`config.mk`:
```
export PLATFORM = sky130hd
export DESIGN_NAME = node_gene_emitter
export DESIGN_NICKNAME = d
export VERILOG_FILES = /design/src/rtl/node_gene_emitter.sv
export SDC_FILE = /design/constraint.sdc
export NUM_CORES = 1
export LEC_CHECK = 0
export CAP_MARGIN = 40
export CORE_MARGIN = 2
export CORE_UTILIZATION = 40
export CTS_CLUSTER_DIAMETER = 40
export DETAILED_ROUTE_END_ITERATION = 10
export PLACE_DENSITY_LB_ADDON = 0.15
export SLEW_MARGIN = 20
export SYNTH_ARGS = -nofsm -noshare
export SYNTH_HDL_FRONTEND = slang
export SYNTH_SLANG_ARGS = --single-unit
```
`constraint.sdc`:
```
create_clock -name clk -period 2.37 [get_ports clk]
set_clock_uncertainty 0.05 [all_clocks]
set_input_delay 0.237 -clock clk [delete_from_list [all_inputs] [get_ports clk]]
set_output_delay 0.237 -clock clk [all_outputs]
set_load 0.005 [all_outputs]
```
`src/rtl/node_gene_emitter.sv`:
```
// node_gene_emitter: allocates ids for new hidden nodes and emits packed node genes.
//
// Compile-time option: define NODE_EMIT_SKID_EN for a 2-entry skid output stage whose
// req_ready does not depend on gene_ready. Without it the output stage is one register.
//
// Ports:
//   clk                - clock, rising edge
//   rst                - synchronous active-high reset
//   start              - one-cycle pulse, seeds allocator from hidden_node_max_in
//   hidden_node_max_in - largest hidden node id currently in the genome
//   req_valid/ready    - new-node request handshake
//   req_bias, req_act  - attribute fields for the new node
//   gene_out           - packed node gene
//   gene_valid/ready   - gene output handshake
//   next_node_id       - id the next accepted request receives
//   id_overflow        - sticky, allocator exhausted
module node_gene_emitter #(
  parameter int unsigned GENE_SZ = 64,
  parameter int unsigned ATTR_SZ = 8
) (
  input  logic               clk,
  input  logic               rst,
  input  logic               start,
  input  logic [ATTR_SZ-1:0] hidden_node_max_in,
  input  logic               req_valid,
  output logic               req_ready,
  input  logic [ATTR_SZ-1:0] req_bias,
  input  logic [ATTR_SZ-1:0] req_act,
  output logic [GENE_SZ-1:0] gene_out,
  output logic               gene_valid,
  input  logic               gene_ready,
  output logic [ATTR_SZ-1:0] next_node_id,
  output logic               id_overflow
);

  typedef enum logic [1:0] {StIdle, StArmed, StExhausted} state_e;

  localparam logic [ATTR_SZ-1:0] IdMax = '1;
  localparam logic [ATTR_SZ-1:0] IdOne = ATTR_SZ'(1);

  state_e             state_q, state_d;
  logic [ATTR_SZ-1:0] id_q, id_d;
  logic               ovf_q, ovf_d;

  logic               push, pop, space_ok;
  logic [GENE_SZ-1:0] new_gene;

  // Pack the gene from the current id and request fields; layer field stays 2'b00.
  always_comb begin
    new_gene = '0;
    new_gene[6*ATTR_SZ-1:5*ATTR_SZ] = id_q;
    new_gene[7*ATTR_SZ-2:7*ATTR_SZ-3] = 2'b00;
    new_gene[5*ATTR_SZ-1:4*ATTR_SZ] = req_bias;
    new_gene[4*ATTR_SZ-1:3*ATTR_SZ] = req_act;
  end

  // No acceptance while start is re-seeding the allocator.
  assign req_ready = (state_q == StArmed) && !start && space_ok;
  assign push      = req_valid && req_ready;
  assign pop       = gene_valid && gene_ready;

  assign next_node_id = id_q;
  assign id_overflow  = ovf_q;

`ifdef NODE_EMIT_SKID_EN
  // Two-entry skid buffer; ent0 is the head. Readiness uses only the registered count,
  // and a slot is still free at count 1, so one-per-cycle flow is sustained.
  logic [GENE_SZ-1:0] ent0_q, ent0_d, ent1_q, ent1_d;
  logic [1:0]         cnt_q, cnt_d, cnt_mid;

  assign space_ok   = (cnt_q != 2'd2);
  assign gene_valid = (cnt_q != 2'd0);
  assign gene_out   = ent0_q;

  always_comb begin
    ent0_d  = ent0_q;
    ent1_d  = ent1_q;
    cnt_mid = cnt_q - {1'b0, pop};
    if (pop) begin
      ent0_d = ent1_q;
    end
    if (push) begin
      if (cnt_mid == 2'd0) begin
        ent0_d = new_gene;
      end else begin
        ent1_d = new_gene;
      end
    end
    cnt_d = cnt_mid + {1'b0, push};
  end

  always_ff @(posedge clk) begin
    if (rst) begin
      ent0_q <= '0;
      ent1_q <= '0;
      cnt_q  <= 2'd0;
    end else begin
      ent0_q <= ent0_d;
      ent1_q <= ent1_d;
      cnt_q  <= cnt_d;
    end
  end
`else
  // Single output register; it can refill in the same cycle it is drained.
  logic [GENE_SZ-1:0] gene_q, gene_d;
  logic               vld_q, vld_d;

  assign space_ok   = !vld_q || gene_ready;
  assign gene_valid = vld_q;
  assign gene_out   = gene_q;

  always_comb begin
    gene_d = gene_q;
    vld_d  = vld_q;
    if (push) begin
      gene_d = new_gene;
      vld_d  = 1'b1;
    end else if (pop) begin
      vld_d  = 1'b0;
    end
  end

  always_ff @(posedge clk) begin
    if (rst) begin
      gene_q <= '0;
      vld_q  <= 1'b0;
    end else begin
      gene_q <= gene_d;
      vld_q  <= vld_d;
    end
  end
`endif

  // Allocator FSM next state. start wins over a request (req_ready is low then anyway).
  always_comb begin
    state_d = state_q;
    id_d    = id_q;
    ovf_d   = ovf_q;
    if (start) begin
      id_d = hidden_node_max_in + IdOne;
      if (hidden_node_max_in == IdMax) begin
        state_d = StExhausted;
        ovf_d   = 1'b1;
      end else begin
        state_d = StArmed;
        ovf_d   = 1'b0;
      end
    end else if (push) begin
      if (id_q == IdMax) begin
        // Last id handed out: its gene is emitted, the id counter parks at max.
        state_d = StExhausted;
        ovf_d   = 1'b1;
      end else begin
        id_d = id_q + IdOne;
      end
    end
  end

  always_ff @(posedge clk) begin
    if (rst) begin
      state_q <= StIdle;
      id_q    <= '0;
      ovf_q   <= 1'b0;
    end else begin
      state_q <= state_d;
      id_q    <= id_d;
      ovf_q   <= ovf_d;
    end
  end

endmodule

```
# Yosys cells after proc, flatten, opt, wreduce, memory -nomap -nowiden
# Index checks and enable logic that the tools add are counted.
[word_totals] reg_bits=36 inputBits=29 output_inout_bits=75 elab_cells=36
[op_classes] add_sub_neg=2 n_eq_ne=4 mux=13 n_reduce_logical=12
[op_table] operator="2-to-1 mux 8 bit" count=3
[op_table] operator="adder 8 x 1 -> 8 bit, second input constant" count=2
[op_table] operator="equality test 8 bit, second input constant" count=2
[op_table] operator="2-to-1 mux 2 bit" count=4
[op_table] operator="2-to-1 mux 1 bit" count=6
[op_table] operator="nonzero test 2 bit" count=3
[op_table] operator="logical AND 1 bit" count=4
[op_table] operator="AND reduction 2 bit" count=2
[op_table] operator="equality test 2 x 1 -> 1 bit, second input constant" count=1
[op_table] operator="logical NOT 1 bit" count=2
[op_table] operator="inequality test 2 bit, second input constant" count=1
[op_table] operator="logical OR 1 bit" count=1

# Logic depth before layout (Yosys ltp)
[depth] ltp_word=6 mapped_depth=7 ltp_nobuf=6

# Worst setup path after synthesis
# OpenSTA, ideal clock, no wires.
[synth_path] path_type="input to register" startpoint="input start" endpoint="register id_q[4], in the netlist next_node_id[4]" setup_ns=0.132 arrival_time_ns=1.423 required_ns=2.188 slack_ns=0.764 stages=7 path_buffers=1 cell_sequence="buf_6 -> mux2_2 -> ha_1 -> and3_1 -> nand3_1 -> xor2_1 -> o31ai_2"
[synth_between] elab_chain_len=6 elab_cells_between_ends=8 cone_classes="eq/ne (1); mux (1); reduce/logical (6)"
[synth_lines] element="start, declared" line="23" rtl="input logic start,"
[synth_lines] element="logical NOT 1 bit" line="58" rtl="assign req_ready = (state_q == StArmed) && !start && space_ok;"
[synth_lines] element="logical AND 1 bit (2 in series)" line="58"
[synth_lines] element="logical AND 1 bit" line="59" rtl="assign push = req_valid && req_ready;"
[synth_lines] element="nonzero test 2 bit (no line)"
[synth_lines] element="AND reduction 2 bit (no line)"
[synth_lines] element="end signal, assigned" line="166" rtl="id_q <= id_d;"
[synth_lines] element="end, declared" line="42" rtl="logic [ATTR_SZ-1:0] id_q, id_d;"
# Several ways; a longest one is shown, not always the timed one.
# A chain may end at the register's enable or synchronous reset.

# Worst setup path in the final report
[layout_path] startpoint="input start" endpoint="output req_ready"
[layout_between] elab_chain_len=3
[layout_lines] element="logical NOT 1 bit" line="58"
[layout_lines] element="logical AND 1 bit (2 in series)" line="58"
[layout_lines] element="end, declared" line="26" rtl="output logic req_ready,"
# No other way between the ends.

==> run_results.csv <==
group,metric,value,unit
timing,rsz0062_at_grt,"no",
drt,dr.pass1.iters,4,
die,core_area,4414,um^2
grt,grt_start_max_net_pins,23,
setup_path,critPathTopFamily,"buffers and inverters",
synthesis,synth_top_family_by_area,"simple AND/OR/NAND/NOR gates",
synthesis,synth.area.top_cells,"dfxtp_1 (38%), buf_4 (16%), nand2_1 (10%)",
setup_path,crit_path_cell_trace,"clkdlybuf4s50_1 -> buf_4 -> nor2_1 -> and3_1 -> clkdlybuf4s50_1",
finish,drive_gt1_share,7.904,%
synthesis,async_reset_ff_share,0,%
synthesis,synth_edf_count,0,
place,portBuffers,63,
synthesis,synth-simple-area-share,20.77,%
setup_path,cp.depth,5,
grt,grt-ovfl-total,0,
place,place_ws,0.1939,ns
power,leakage,0.9525,nW
grt,grt_pass1_vias,1363,
drt,drtIter0Drc,92,
place,gp_congestion,0.8155,
die,io_pins,104,
die,num_rows,24,
min_path,min_path_type,"register to register",
synthesis,synth_top_flop_cell,"dfxtp_1",
run,cap_viol_max_count,0,
clock_tree,h-tree-depth,2,
synthesis,yosysUniqueCellTypes,37,
clock_tree,cts_resized,0,
place,place_inst,335,
finish,antenna_cells,0,
synthesis,synth_fa_ha_area_share,0.6720,%
setup_path,cp_common_cell,"clkdlybuf4s50_1",
clock_tree,post-cts-setup-buffers,0,
synthesis,synth_top_area_share,37.63,%
synthesis,yosys.area.top_type,"dfxtp_1",
setup_path,worstPathMaxFanout,17,
synthesis,synth_compound_area_share,14.45,%
clock_tree,clockBufferDepth,2,
status,outcome,"finished, final reports clean",
timing,min_period_over_period,86.51,%
timing,fin_setup_tns,0,ns
synthesis,synth-xor-area-share,4.234,%
drt,vias_per_cell,4.729,
grt,grt_first_pass_wirelength,6417,um
place,place_hpwl,3083,um
timing,setup_ws,0.3197,ns
setup_path,crit_path_top_delay_cell,"clkdlybuf4s50_1",
setup_path,cp.required,2.08,ns
setup_path,critPathArrivalTime,1.76,ns
clock_tree,cts.sinks,35,
finish,layout_commonest_cell,"clkdlybuf4s50_1",
timing,setup_viol,0,
drt,drtAntennaViolNets,0,
clock_tree,worstSkewPairLatency,0.28,ns
timing,max_freq,487.7,MHz
finish,area_growth,33.47,%
timing,hold_viol,0,
timing,period_minus_slack,2.050,ns
clock_tree,clkTransAtPathRegs,0.06,ns
power,p_per_area,554.1,nW/um^2
synthesis,avgSynthCellArea,8.202,um^2
finish,mostFrequentLayoutCells,"clkdlybuf4s50_1 (63), nand2_1 (52), conb_1 (40), dfxtp_1 (35), a21oi_1 (32)",
setup_path,rr_worst_depth,6,
drt,wl,4151,um
finish,final_cells,343,
drt,drc,0,
synthesis,ys_seq_area_share,37.63,%
finish,fin_util,56.29,%
die,initial_core_util,42.18,%
synthesis,ys_ff_latch,35,
clock_tree,cts-root-buf,"clkbuf_8",
drt,vias,1622,
setup_path,cpPeakStageDelay,0.49,ns
timing,holdWs,0.4035,ns
clock_tree,cts_tree,"built",
finish,layout.nets,320,
die,dieArea,5216,um^2
synthesis,synth_mux_area_share,1.747,%
setup_path,worst-path-buf-inv,3,
clock_tree,cts_inserted_buffers,5,
timing,drv_slew,0,
setup_path,cp-start-kind,"input pin",
power,total_power,1.377,mW
synthesis,synth_area,1862,um^2
synthesis,ys_warn_count,0,
place,dpl_cell_area,2367,um^2
grt,grt_use_total,15.77,%
synthesis,synth_cells,227,
grt,antenna_found_initial,0,
die,die_y,72.23,um
setup_path,cp-end-kind,"output port",
finish,stdcell_area,2485,um^2
power,peakVddDrop,0.3462,mV
setup_path,crit_type,"input pin to output port",
die,die_w,72.23,um
clock_tree,cts_hold_buf,0,
drt,wire_per_inst,12.10,um
min_path,hold-path-cell-count,2,
## registers in the layout (all words and copies together), names as in the netlist
register / count
gene_valid: 1
next_node_id: 8
state_q: 2
gene_out: 24
## path summary, 6_finish.rpt
path	to	start	slack, ns
setup / recovery	req_ready	start	0.32
hold / removal	gene_out[45]	gene_out[45]	0.40
setup reg to reg	next_node_id[4]	next_node_id[0]	0.58
hold reg to reg	gene_out[45]	gene_out[45]	0.40
## cells by family after synthesis
family,Yosys count
flip-flops,35
AND/OR/NAND/NOR,83
other,1
multiplexers,3
XOR/XNOR,9
buffers and inverters,52
adder cells (fa/ha/maj),1
AO/OA/AOI/OAI,43
## synth_stat cells (2+ instances only)
cell type  number
nand2_1        52
buf_4          40
dfxtp_1        35
a21oi_1        32
nand3_1        10
and3_1          6
xnor2_1         5
buf_6           4
clkbuf_1        4
xor2_1          4
nor2_1          3
a211oi_1        2
a221oi_2        2
and2_1          2
buf_2           2
mux2_2          2
o21a_1          2
## power breakdown
group | total (mW) | switching (mW) | internal, mW
Sequential | 0.633 | 0.0242 | 0.609
Clock | 0.550 | 0.210 | 0.340
Combinational | 0.194 | 0.0842 | 0.110
## worst min-delay path, cell delays in order (launching register included)
cell and delay (ns):
dfxtp_1 0.31, nand2_1 0.05, a21oi_1 0.05
## routing by layer
metal / routed length (um) / track usage, % / vias up / share of wire (%)
met2: 1897 / 24.46 / 82 / 46
met4: 117 / 7.547 / 0 / 2.8
met5: 0 / 0 / - / 0
li1: - / - / 801 / -
met3: 313 / 3.194 / 9 / 7.5
met1: 1823 / 20.97 / 730 / 44
## cell type report
cell class	count	area (um^2)
fill	424	1929
multi-input combinational	179	929.6
sequential	35	700.7
timing repair buffer	68	668.1
clock buffer	6	82.58
tap	52	65.06
clock inverter	2	35.03
inverter	1	3.754
No activity file was read; power rests on OpenSTA's default activity.
